## config.mk

```make
export PLATFORM = sky130hd
export DESIGN_NAME = pc_seq_unit
export DESIGN_NICKNAME = d
export VERILOG_FILES = /design/src/rtl/pc_seq_unit.sv
export SDC_FILE = /design/constraint.sdc
export NUM_CORES = 1
export LEC_CHECK = 0
export CORE_MARGIN = 8
export CORE_UTILIZATION = 48
export DETAILED_ROUTE_END_ITERATION = 10
export PLACE_DENSITY_LB_ADDON = 0.2
export SLEW_MARGIN = 30
export SYNTH_ARGS = -nofsm -noshare
export SYNTH_HDL_FRONTEND = slang
export SYNTH_SLANG_ARGS = --single-unit
```

## constraint.sdc

```tcl
create_clock -name SYS_clk -period 3.4 [get_ports SYS_clk]
set_clock_uncertainty 0.1 [all_clocks]
set_input_delay 0.34 -clock SYS_clk [delete_from_list [all_inputs] [get_ports SYS_clk]]
set_output_delay 0.34 -clock SYS_clk [all_outputs]
set_load 0.02 [all_outputs]
```

## src/rtl/pc_seq_unit.sv

```systemverilog
// pc_seq_unit: program-counter sequencer with fetch/commit FSM, single-level
// exception entry/return, double-fault halt and retired-instruction counter.
`default_nettype none

module pc_seq_unit #(
  parameter int              PC_W  = 8,
  parameter int              JW    = 6,
  parameter logic [PC_W-1:0] VEC   = PC_W'(8'h80),
  parameter int              CNT_W = 16
) (
  input  logic             SYS_clk,
  input  logic             SYS_reset,
  input  logic             SYS_load,
  input  logic [PC_W-1:0]  SYS_pc_val,
  input  logic             run,
  output logic             imem_req,
  input  logic             instr_done,
  input  logic             br_take,
  input  logic [PC_W-1:0]  br_off,
  input  logic             jmp,
  input  logic [JW-1:0]    jmp_tgt,
  input  logic             eret,
  input  logic             exc_ovf,
  input  logic             exc_undef,
  output logic [PC_W-1:0]  pc,
  output logic [PC_W-1:0]  epc,
  output logic [3:0]       cause,
  output logic             exc_active,
  output logic             halted,
  output logic [CNT_W-1:0] retired,
  output logic [2:0]       state
);

  typedef enum logic [2:0] {
    S_IDLE   = 3'd0,
    S_FETCH  = 3'd1,
    S_WAIT   = 3'd2,
    S_COMMIT = 3'd3,
    S_TRAP   = 3'd4,
    S_HALT   = 3'd5
  } state_t;

  localparam logic [3:0] CAUSE_OVF    = 4'd1;
  localparam logic [3:0] CAUSE_UNDEF  = 4'd2;
  localparam logic [3:0] CAUSE_MISAL  = 4'd3;
  localparam logic [3:0] CAUSE_DOUBLE = 4'hF;

  state_t          st;
  logic [3:0]      trap_code;
  logic [PC_W-1:0] pc4;
  logic [PC_W-1:0] next_pc;
  logic            eret_ok;

  assign state    = st;
  assign imem_req = (st == S_FETCH);
  assign pc4      = pc + PC_W'(4);
  // eret outside a handler is a plain sequential commit
  assign eret_ok  = eret && exc_active;

  always_comb begin
    next_pc = pc4;
    if (eret_ok)
      next_pc = epc + PC_W'(4);
    else if (eret)
      next_pc = pc4;
    else if (jmp)
      next_pc = {pc4[PC_W-1:JW], jmp_tgt};
    else if (br_take)
      next_pc = pc4 + (br_off << 2);
  end

  always_ff @(posedge SYS_clk or posedge SYS_reset) begin
    if (SYS_reset) begin
      st         <= S_IDLE;
      pc         <= '0;
      epc        <= '0;
      cause      <= '0;
      exc_active <= 1'b0;
      halted     <= 1'b0;
      retired    <= '0;
      trap_code  <= '0;
    end else if (SYS_load) begin
      pc         <= SYS_pc_val;
      st         <= S_IDLE;
      halted     <= 1'b0;
      exc_active <= 1'b0;
    end else begin
      case (st)
        S_IDLE: begin
          if (run) st <= S_FETCH;
        end
        S_FETCH: begin
          if (pc[1:0] != 2'b00) begin
            trap_code <= CAUSE_MISAL;
            st        <= S_TRAP;
          end else begin
            st <= S_WAIT;
          end
        end
        S_WAIT: begin
          if (instr_done) begin
            if (exc_undef) begin
              trap_code <= CAUSE_UNDEF;
              st        <= S_TRAP;
            end else if (exc_ovf) begin
              trap_code <= CAUSE_OVF;
              st        <= S_TRAP;
            end else begin
              st <= S_COMMIT;
            end
          end
        end
        S_COMMIT: begin
          pc      <= next_pc;
          retired <= retired + CNT_W'(1);
          if (eret_ok) exc_active <= 1'b0;
          st <= run ? S_FETCH : S_IDLE;
        end
        S_TRAP: begin
          // a fault while already in the handler is unrecoverable
          if (!exc_active) begin
            epc        <= pc;
            cause      <= trap_code;
            pc         <= VEC;
            exc_active <= 1'b1;
            st         <= S_FETCH;
          end else begin
            cause  <= CAUSE_DOUBLE;
            halted <= 1'b1;
            st     <= S_HALT;
          end
        end
        S_HALT: begin
          st <= S_HALT;
        end
        default: begin
          st <= S_IDLE;
        end
      endcase
    end
  end

endmodule

`default_nettype wire

```

* Word level (Yosys, flattened, before mapping)
Cells that the tools add are included.
** Word-level totals
- Register bits after elaboration :: 45
- Latch bits :: 0
- Bits in writable memories :: 0
- ROM bits :: 0
- Output and inout bits :: 42
- Memories kept :: 0
** Cells by class
- Add/subtract/negate cells :: 4
- $mul :: 0
- Divide/modulo/power cells :: 0
- $lt $le $gt $ge :: 0
- Eq/ne operators :: 12
- Shift operators :: 0
- Muxes and demuxes :: 28
- Bitwise gates (word level) :: 2
- Reduce and logical (&&, ||, !) cells :: 15
** Operators with widths (number)
- 8-bit 2-to-1 mux :: 6
- 3-bit 2-to-1 mux :: 7
- 4-bit 2-to-1 mux :: 5
- 3-bit one-hot mux with 6 select lines :: 1
- 16-bit by 1-bit adder with 16-bit output, second input constant :: 1
- 8-bit by 3-bit adder with 8-bit output, second input constant :: 2
- 8-bit one-hot mux with 2 select lines :: 1
- 3-bit != test, second input constant :: 5
- 2-bit AND reduction :: 6
- 8-bit adder :: 1
- 4-bit one-hot mux with 2 select lines :: 1
- 2-bit nonzero test :: 4
- 3-bit by 2-bit equality test with 1-bit output, second input constant :: 2
- 3-bit equality test, second input constant :: 2
- 1-bit 2-to-1 mux :: 6
- 5-bit AND reduction :: 1
- 3-bit by 1-bit equality test with 1-bit output, second input constant :: 1
- 3-bit logical NOT :: 1
- 3-bit AND reduction :: 1
- 3-bit nonzero test :: 1
- 2-bit by 1-bit != test with 1-bit output, second input constant :: 1
- 2-bit != test, second input constant :: 1
- 1-bit inverter :: 2
- 1-bit one-hot mux with 2 select lines :: 1
- 1-bit logical AND :: 1

* Depth between registers and ports, before layout
Gate-level depths: netlist of run 1.
- Depth after elaboration :: 8
- Depth in mapped cells :: 9
- Depth with buffers taken out :: 9

* Worst setup path before layout of run 1
Ideal clock, no wire load.
- Kind :: reg2reg
- Start point :: reg pc[2]
- End point :: reg pc[7]
- Setup time :: 0.069 ns
- Data arrival time :: 2.430 ns
- Required time :: 3.231 ns
- Slack :: 0.800 ns
- Cell stages (with the launch flop) :: 10
- Path buffers :: 0
- Period minus slack after synthesis :: 2.600 ns
- Cells stage by stage :: dfrtp_1 > ha_1 > nand3_1 > xnor2_1 > ha_1 > or3b_2 > a31oi_1 > nor3b_1 > o41a_1 > nand3b_1
** On the way
- Longest elaborated chain between the ends :: 8
** RTL lines
- start, declared :: RTL line 25 : output logic [PC_W-1:0] pc,
- start signal, assigned :: RTL line 83 : pc <= SYS_pc_val;
- start signal, assigned :: RTL line 114 : pc <= next_pc;
- 8-bit by 3-bit adder with 8-bit output (*) :: RTL line 56 : assign pc4 = pc + PC_W'(4);
- 8-bit adder :: RTL line 69 : next_pc = pc4 + (br_off << 2);
- 8-bit 2-to-1 mux :: RTL line 68 : else if (br_take)
- 8-bit 2-to-1 mux :: RTL line 66 : else if (jmp)
- 8-bit 2-to-1 mux (*) :: RTL line 64 : else if (eret)
- 8-bit 2-to-1 mux (*) :: RTL line 62 : if (eret_ok)
- 8-bit one-hot mux with 2 select lines (*) :: RTL line 88 : case (st)
- 8-bit 2-to-1 mux (*) :: RTL line 82 : end else if (SYS_load) begin
Every way passes the cells marked *; elsewhere a longest branch is shown, timed or not.
A chain may end at the register's enable or synchronous reset.

* Worst setup path after layout of run 1
Same ends and word-level chain as after synthesis.

==> results of run 1 <==
## cells by family after synthesis
kind of cell	count (synthesis)
compound gates	60
xor+xnor	25
flops	42
mux	12
buf+inv	19
simple gates	90
fa+ha+maj	9
## final timing paths
path | to | slack, ps | depth (start not counted)
min in group asynchronous | retired[15] | 380 | 3
worst min register to register | retired[15] | 370 | 1
worst max register to register | pc[7] | 640 | 9
worst max-delay path | pc[7] | 640 | 9
worst min-delay path | retired[15] | 370 | 1
max in group asynchronous | epc[3] | 2460 | 3
## critical path, stage by stage (launching register included)
cell and delay (ps):
dfrtp_1 460, ha_1 240, nand3_1 110, xnor2_1 220
ha_1 310, or3b_2 480, a31oi_1 180, nor3b_1 110
o41a_1 410, nand3b_1 90
## registers in the layout, indices dropped and copies added (netlist names)
| register | cells |
|---|---|
| cause | 3 |
| epc | 8 |
| exc_active | 1 |
| halted | 1 |
| pc | 8 |
| retired | 16 |
| state | 3 |
| trap_code | 2 |
## metrics by stage
stage | worst slack, ps | hold WS, ps | std cells | cell area [um2] | power [mW]
after floorplan | 800.5 | 381.4 | 257 | 2511 | 1.156
after global placement | 763.8 | 362.4 | 389 | 3261 | 1.465
after detailed placement | 675.6 | 366.5 | 389 | 3261 | 1.484
after CTS | 655.1 | 377.5 | 397 | 3371 | 1.878
after global routing | 454.2 | 422.3 | 397 | 3371 | 1.970
final | 643.5 | 373.3 | 397 | 3371 | 1.864
## metal layers
| layer | GRT usage | vias up | share of wire | wire length [um] |
|---|---|---|---|---|
| li1 | - | 1069 | - | - |
| met1 | 0.1939 | 1056 | 0.44 | 2740 |
| met2 | 0.2906 | 56 | 0.49 | 3100 |
| met3 | 0.05292 | 6 | 0.061 | 384 |
| met4 | 0.04608 | 0 | 0.011 | 68 |
| met5 | 0 | - | 0 | 0 |
## layout make-up
| type | instances | share of cell area |
|---|---|---|
| multi-input combinational | 196 | 0.4053 |
| timing repair buffer | 73 | 0.2153 |
| tap | 70 | 0.02598 |
| inverter | 8 | 0.008909 |
| sequential | 42 | 0.3118 |
| clock buffer | 6 | 0.02153 |
| clock inverter | 2 | 0.01114 |
## cell usage in the layout, fill, tap and decap left out, types with 2 or more instances in the layout
master,netlist,layout
buf_4,2,2
dfrtp_1,42,42
nand2_1,18,18
a21oi_1,18,18
nand3b_1,5,5
o21bai_1,2,2
nand2b_1,4,4
a211oi_1,4,4
xor2_1,6,6
and2_1,2,2
o211ai_1,4,4
a22oi_1,4,4
xnor2_1,19,19
o21ai_1,3,3
ha_1,8,8
nor4_2,2,2
nand3_1,15,15
nor2b_1,3,3
clkbuf_8,0,5
o21ai_0,10,10
nor3b_1,4,4
a31oi_1,2,2
nor2_1,22,22
clkdlybuf4s50_1,0,71
mux2_2,11,11
nand4_1,3,3
a221oi_1,3,3
a21o_1,2,2
inv_1,8,8
and3_1,3,3
## power breakdown
part           internal [mW]  switching, mW
Sequential             0.594          0.126
Clock                  0.219          0.172
Combinational          0.382          0.371
==> summary.md, run 1 <==
| Metric | Value |
|---|---|
| Status | `complete, no violations` |
| Final WL | `roughly 6300 um` |
| Hold Crit Class | `register to register` |
| Post-Syn Nets | `298` |
| Vias per cell | `approximately 5.5` |
| Reg area | `~0.0011 mm2` |
| ANT cells | `0` |
| Element type at the critical path end | `register` |
| Final period utilization | `0.8107` |
| Synth Area in Adders | `0.04783` |
| Synth Area in Compound Gates | `0.1550` |
| Worst-Margin Slew | `~740 ps` |
| Max Root-Sink Buffers | `2` |
| WL/cell | `~16 um` |
| Fill cell count | `436` |
| Startpoint class of the critical path | `register` |
| Nets | `about 370` |
| Area of the multi-input gates | `0.001366 mm2` |
| Pre-antenna DRT Iters | `4` |
| Setup TNS | `0 ps` |
| CTS Sinks | `42` |
| Crit-path max FO | `7` |
| Largest area contributor in the netlist | `dfrtp_1` |
| Worst vdd ir | `0.3998 mV` |
| Core area | `slightly above 0.005 mm2` |
| Synth unique cells | `50` |
| Remaining DRCs | `0` |
| P per Cell Area | `~550 mW/mm2` |
| Max Cap Viol | `0` |
| Leak Pwr | `approximately 1.4 nW` |
| Largest net degree at the start of global routing | `between 40 and 50` |
| CTS-repair resized insts | `0` |
| Ys flop type | `dfrtp_1` |
| Count leader, synth | `dfrtp_1` |
| Post-synth top cells | `dfrtp_1, nor2_1, xnor2_1, a21oi_1, nand2_1` |
| Crit path from | `pc[2]` |
| Achievable Freq | `roughly 0.36 GHz` |
| Register area share after synthesis | `0.4185` |
| Top cells by area, synth | `dfrtp_1, xnor2_1, mux2_2` |
| Post-synthesis area per instance | `~9.8 um2` |
| Worst EP arrival | `~2900 ps` |
| TritonCTS Buffers | `5` |
| Initial Util | `0.4948` |
| EDFF count, synth | `0` |
| Hold Startpoint | `retired[15]` |
| Simple-gate share of the synthesized area | `0.2008` |
| Chip width | `88.33 um` |
| First-pass GRT wire length | `roughly 10000 um` |
| Mapped Area | `approximately 0.0025 mm2` |
| Clk slew on worst S/H paths | `approximately 80 ps` |
| Ys async rst share | `1.000` |
| Post-synthesis mux area share | `0.05331` |
| YS warnings | `0` |
| CTS tree | `built` |
| Final hold vios | `0` |
| Die Ht | `88.33 um` |
| Crit path kind | `register to register` |
| DR iter-0 viols | `68` |
| Vias in the first global route | `approximately 2.2k` |
| # IOs | `74` |
| GP Congestion | `between 0.8 and 0.9` |
| Fin crit period | `roughly 2800 ps` |
| Initial antenna violation count | `0` |
| Largest family of logic cells by synthesized area | `simple AND/OR/NAND/NOR gates` |
| ANT nets after route | `0` |
| Critical Path RT | `between 3000 and 4000 ps` |
| H-Tree Level Count | `2` |
| Xor-xnor portion of the synthesized cell area | `0.08719` |
| Clock network latency to the later pin of the worst-skew pair | `290 ps` |
| CTS root buf | `clkbuf_8` |
| Layout cells sized above 1 | `0.07951` |
| Setup-failing EPs final | `0` |
| Post-synthesis register bit count | `42` |
| Total GRT Usage | `0.1679` |
| Worst reg2reg startpoint | `pc[2]` |
| Post-synth top area share | `0.4185` |
| Buffers on Ports | `71` |
| Row Count | `26` |
| RSZ-0062 raised after global routing | `false` |
| Global route overflow | `0` |
| Post-Synthesis Cells | `257` |
| Slew Viols, Final | `0` |
| Post-DP HPWL | `around 4800 um` |
| Final core occ | `0.6642` |
| Area grow syn2layout | `34.23%` |
| Post CTS Setup Buffer Count | `0` |
| Hold buffers post-CTS | `0` |
| Vias | `between 2k and 2.5k` |
| Die ar. | `around 0.0078 mm2` |
| Rel. slew slack | `0.5093` |
No activity file was read; power rests on OpenSTA's default activity.
==> inputs of run 2 (changes only) <==
Clock period 3.4 ns to 2.7 ns, I/O delays scaled along.
==> run 2 against run 1 <==
Net effect: cell count rose by 1.8%; power up 27%; final area increased by 2.2%; first-iteration DRC count up 49%; critical path depth is the same; sequential share of layout area fell by 0.68 points; register-to-register slack worse by 490 ps; sequential cell count unchanged; non-clock buffer count up 7; maximum frequency up 8.4%; highest routed layer unchanged.
==> summary.md, run 2 (synthesis results as in run 1) <==
| Metric | Value |
|---|---|
| Status | `complete, no violations` |
| CTS Sinks | `42 (unchanged)` |
| Critical path, cell by cell | `ha_1, nand3_1, xnor2_2, ha_4, or3b_2, a31oi_2, nor3b_1, o41a_1, nand3b_1` |
| Largest net degree at the start of global routing | `43 (unchanged)` |
| Buffers on Ports | `71 (unchanged)` |
| Post CTS Setup Buffer Count | `0 (unchanged)` |
| Worst EP arrival | `2670 ps (-210 ps)` |
| Die Ht | `88.33 um (unchanged)` |
| Commonest non-fill, non-tap cell in the layout | `clkdlybuf4s50_1` |
| P per Cell Area | `689.7 mW/mm2 (+25%)` |
| WL/cell | `15.73 um (-0.81%)` |
| Final WL | `6353 um (+0.94%)` |
| Chip width | `88.33 um (unchanged)` |
| Critical Path RT | `2830 ps (-700 ps)` |
| Regs by FF count | `retired (16), epc (8), pc (8)` |
| Final hold vios | `0 (unchanged)` |
| Layout cells sized above 1 | `0.1048 (+0.02528)` |
| Row Count | `26 (unchanged)` |
| Global route overflow | `0 (unchanged)` |
| First-pass GRT wire length | `10480 um (+1.2%)` |
| Startpoint class of the critical path | `register` |
| Rel. slew slack | `0.5767 (+0.06738)` |
| H-Tree Level Count | `2 (unchanged)` |
| # IOs | `74 (unchanged)` |
| Final cell count without fillers | `404 (+1.8%)` |
| Most flop-heavy register | `retired` |
| Fin crit period | `2542 ps (-214.4 ps)` |
| Remaining DRCs | `0 (unchanged)` |
| Fill cell count | `429 (-1.6%)` |
| Slew Viols, Final | `0 (unchanged)` |
| Total GRT Usage | `0.1711 (+0.003182)` |
| GP Congestion | `0.8251 (-2.0%)` |
| Total power | `2.377 mW (+27%)` |
| Most frequent cells in the layout | `clkdlybuf4s50_1, dfrtp_1, nor2_1` |
| Final period utilization | `0.9415 (+0.1308)` |
| Largest register FFs | `16 (unchanged)` |
| Final core occ | `0.6790 (+0.01479)` |
| CTS root buf | `clkbuf_8` |
| Vias | `2212 (+1.1%)` |
| DR iter-0 viols | `101 (+49%)` |
| Setup-failing EPs final | `0 (unchanged)` |
| TritonCTS Buffers | `5 (unchanged)` |
| Pre-antenna DRT Iters | `4 (unchanged)` |
| Clock network latency to the later pin of the worst-skew pair | `290 ps (about the same)` |
| Element type at the critical path end | `register` |
| Clk slew on worst S/H paths | `80 ps (about the same)` |
| Achievable Freq | `0.3934 GHz (+8.4%)` |
| Die ar. | `0.007802 mm2 (unchanged)` |
| Vias in the first global route | `2234 (+1.3%)` |
| Crit-path max FO | `4 (-3)` |
| Hold Crit Class | `input pin to asynchronous set/reset pin` |
| Leak Pwr | `1.401 nW (+3.2%)` |
| Nets | `374 (+1.9%)` |
| Post-Place Cells | `396 (+1.8%)` |
| Worst vdd ir | `0.6529 mV (+63%)` |
| Crit path kind | `register to register` |
| Max Root-Sink Buffers | `2 (unchanged)` |
| ANT cells | `0 (unchanged)` |
| Post-DP HPWL | `4870 um (+1.0%)` |
| Setup TNS | `0 ps (unchanged)` |
| Max Cap Viol | `0 (unchanged)` |
| CTS tree | `built` |
| Vias per cell | `5.475 (-0.61%)` |
| Biggest cell delay along the critical path | `480 ps (about the same)` |
| Initial antenna violation count | `0 (unchanged)` |
| RSZ-0062 raised after global routing | `false` |
| Area grow syn2layout | `37.22%` |
| Initial Util | `0.4948 (unchanged)` |
| Core area | `0.005075 mm2 (unchanged)` |
| Hold buffers post-CTS | `0 (unchanged)` |
| ANT nets after route | `0 (unchanged)` |
| Slowest CP cell | `or3b_2` |
| Worst-Margin Slew | `635.0 ps (-101.1 ps)` |
run 2: through the flow:
step | hold WS [ps] | setup WS (ps) | cell area [um2]
after floorplan | 323.8 | 100.5 | 2511
after global placement | 362.5 | 197.5 | 3313
after detailed placement | 382.9 | 109.4 | 3313
after CTS | 327.7 | 86.35 | 3420
after global routing | 361.0 | 16.74 | 3446
final | 297.0 | 157.9 | 3446
run 2: cell type report:
type | instances | area (um2) | share of cell area
Clock buffer | 7 | 76.32 | 0.02215
Clock inverter | 1 | 30.03 | 0.008715
Inverter | 8 | 30.03 | 0.008715
Multi-Input combinational cell | 196 | 1393 | 0.4041
Sequential cell | 42 | 1051 | 0.3050
Tap cell | 70 | 87.58 | 0.02542
Timing Repair Buffer | 80 | 778.2 | 0.2259
run 2: repair_timing:
action	in CTS	in global routing
setup endpoints to repair	0	1
endpoints found under the hold margin	0	0
gates resized for setup	0	3
run 2: per-layer routing:
layer / up-vias / GRT usage / part of all wire
li1: 1077 / - / -
met5: - / 0 / 0
met3: 7 / 0.04271 / 0.056
met4: 0 / 0.05069 / 0.011
met1: 1067 / 0.2092 / 0.44
met2: 61 / 0.2885 / 0.49
run 2: critical path, delay by kind of cell (launching register included):
family	cells	cell delay, ps
AO/OA/AOI/OAI	2	570
XOR/XNOR	1	230
adder cells (fa/ha/maj)	2	430
flip-flops	1	360
AND/OR/NAND/NOR	4	790
run 2: power by group:
part	switching, mW	internal (mW)	total, mW
Clock	0.206	0.277	0.483
Combinational	0.495	0.506	1.00
Sequential	0.144	0.748	0.892
run 2: final timing paths:
check                                 from     endpoint  cells past startpoint  slack (ps)
worst max register to register       pc[2]        pc[7]                      9         160
worst min-delay path             SYS_reset  retired[13]                      3         300
max in group asynchronous        SYS_reset     state[2]                      3        1840
min in group SYS_clk            retired[7]   retired[7]                      1         390
worst min register to register  retired[7]   retired[7]                      1         390
worst max-delay path                 pc[2]        pc[7]                      9         160
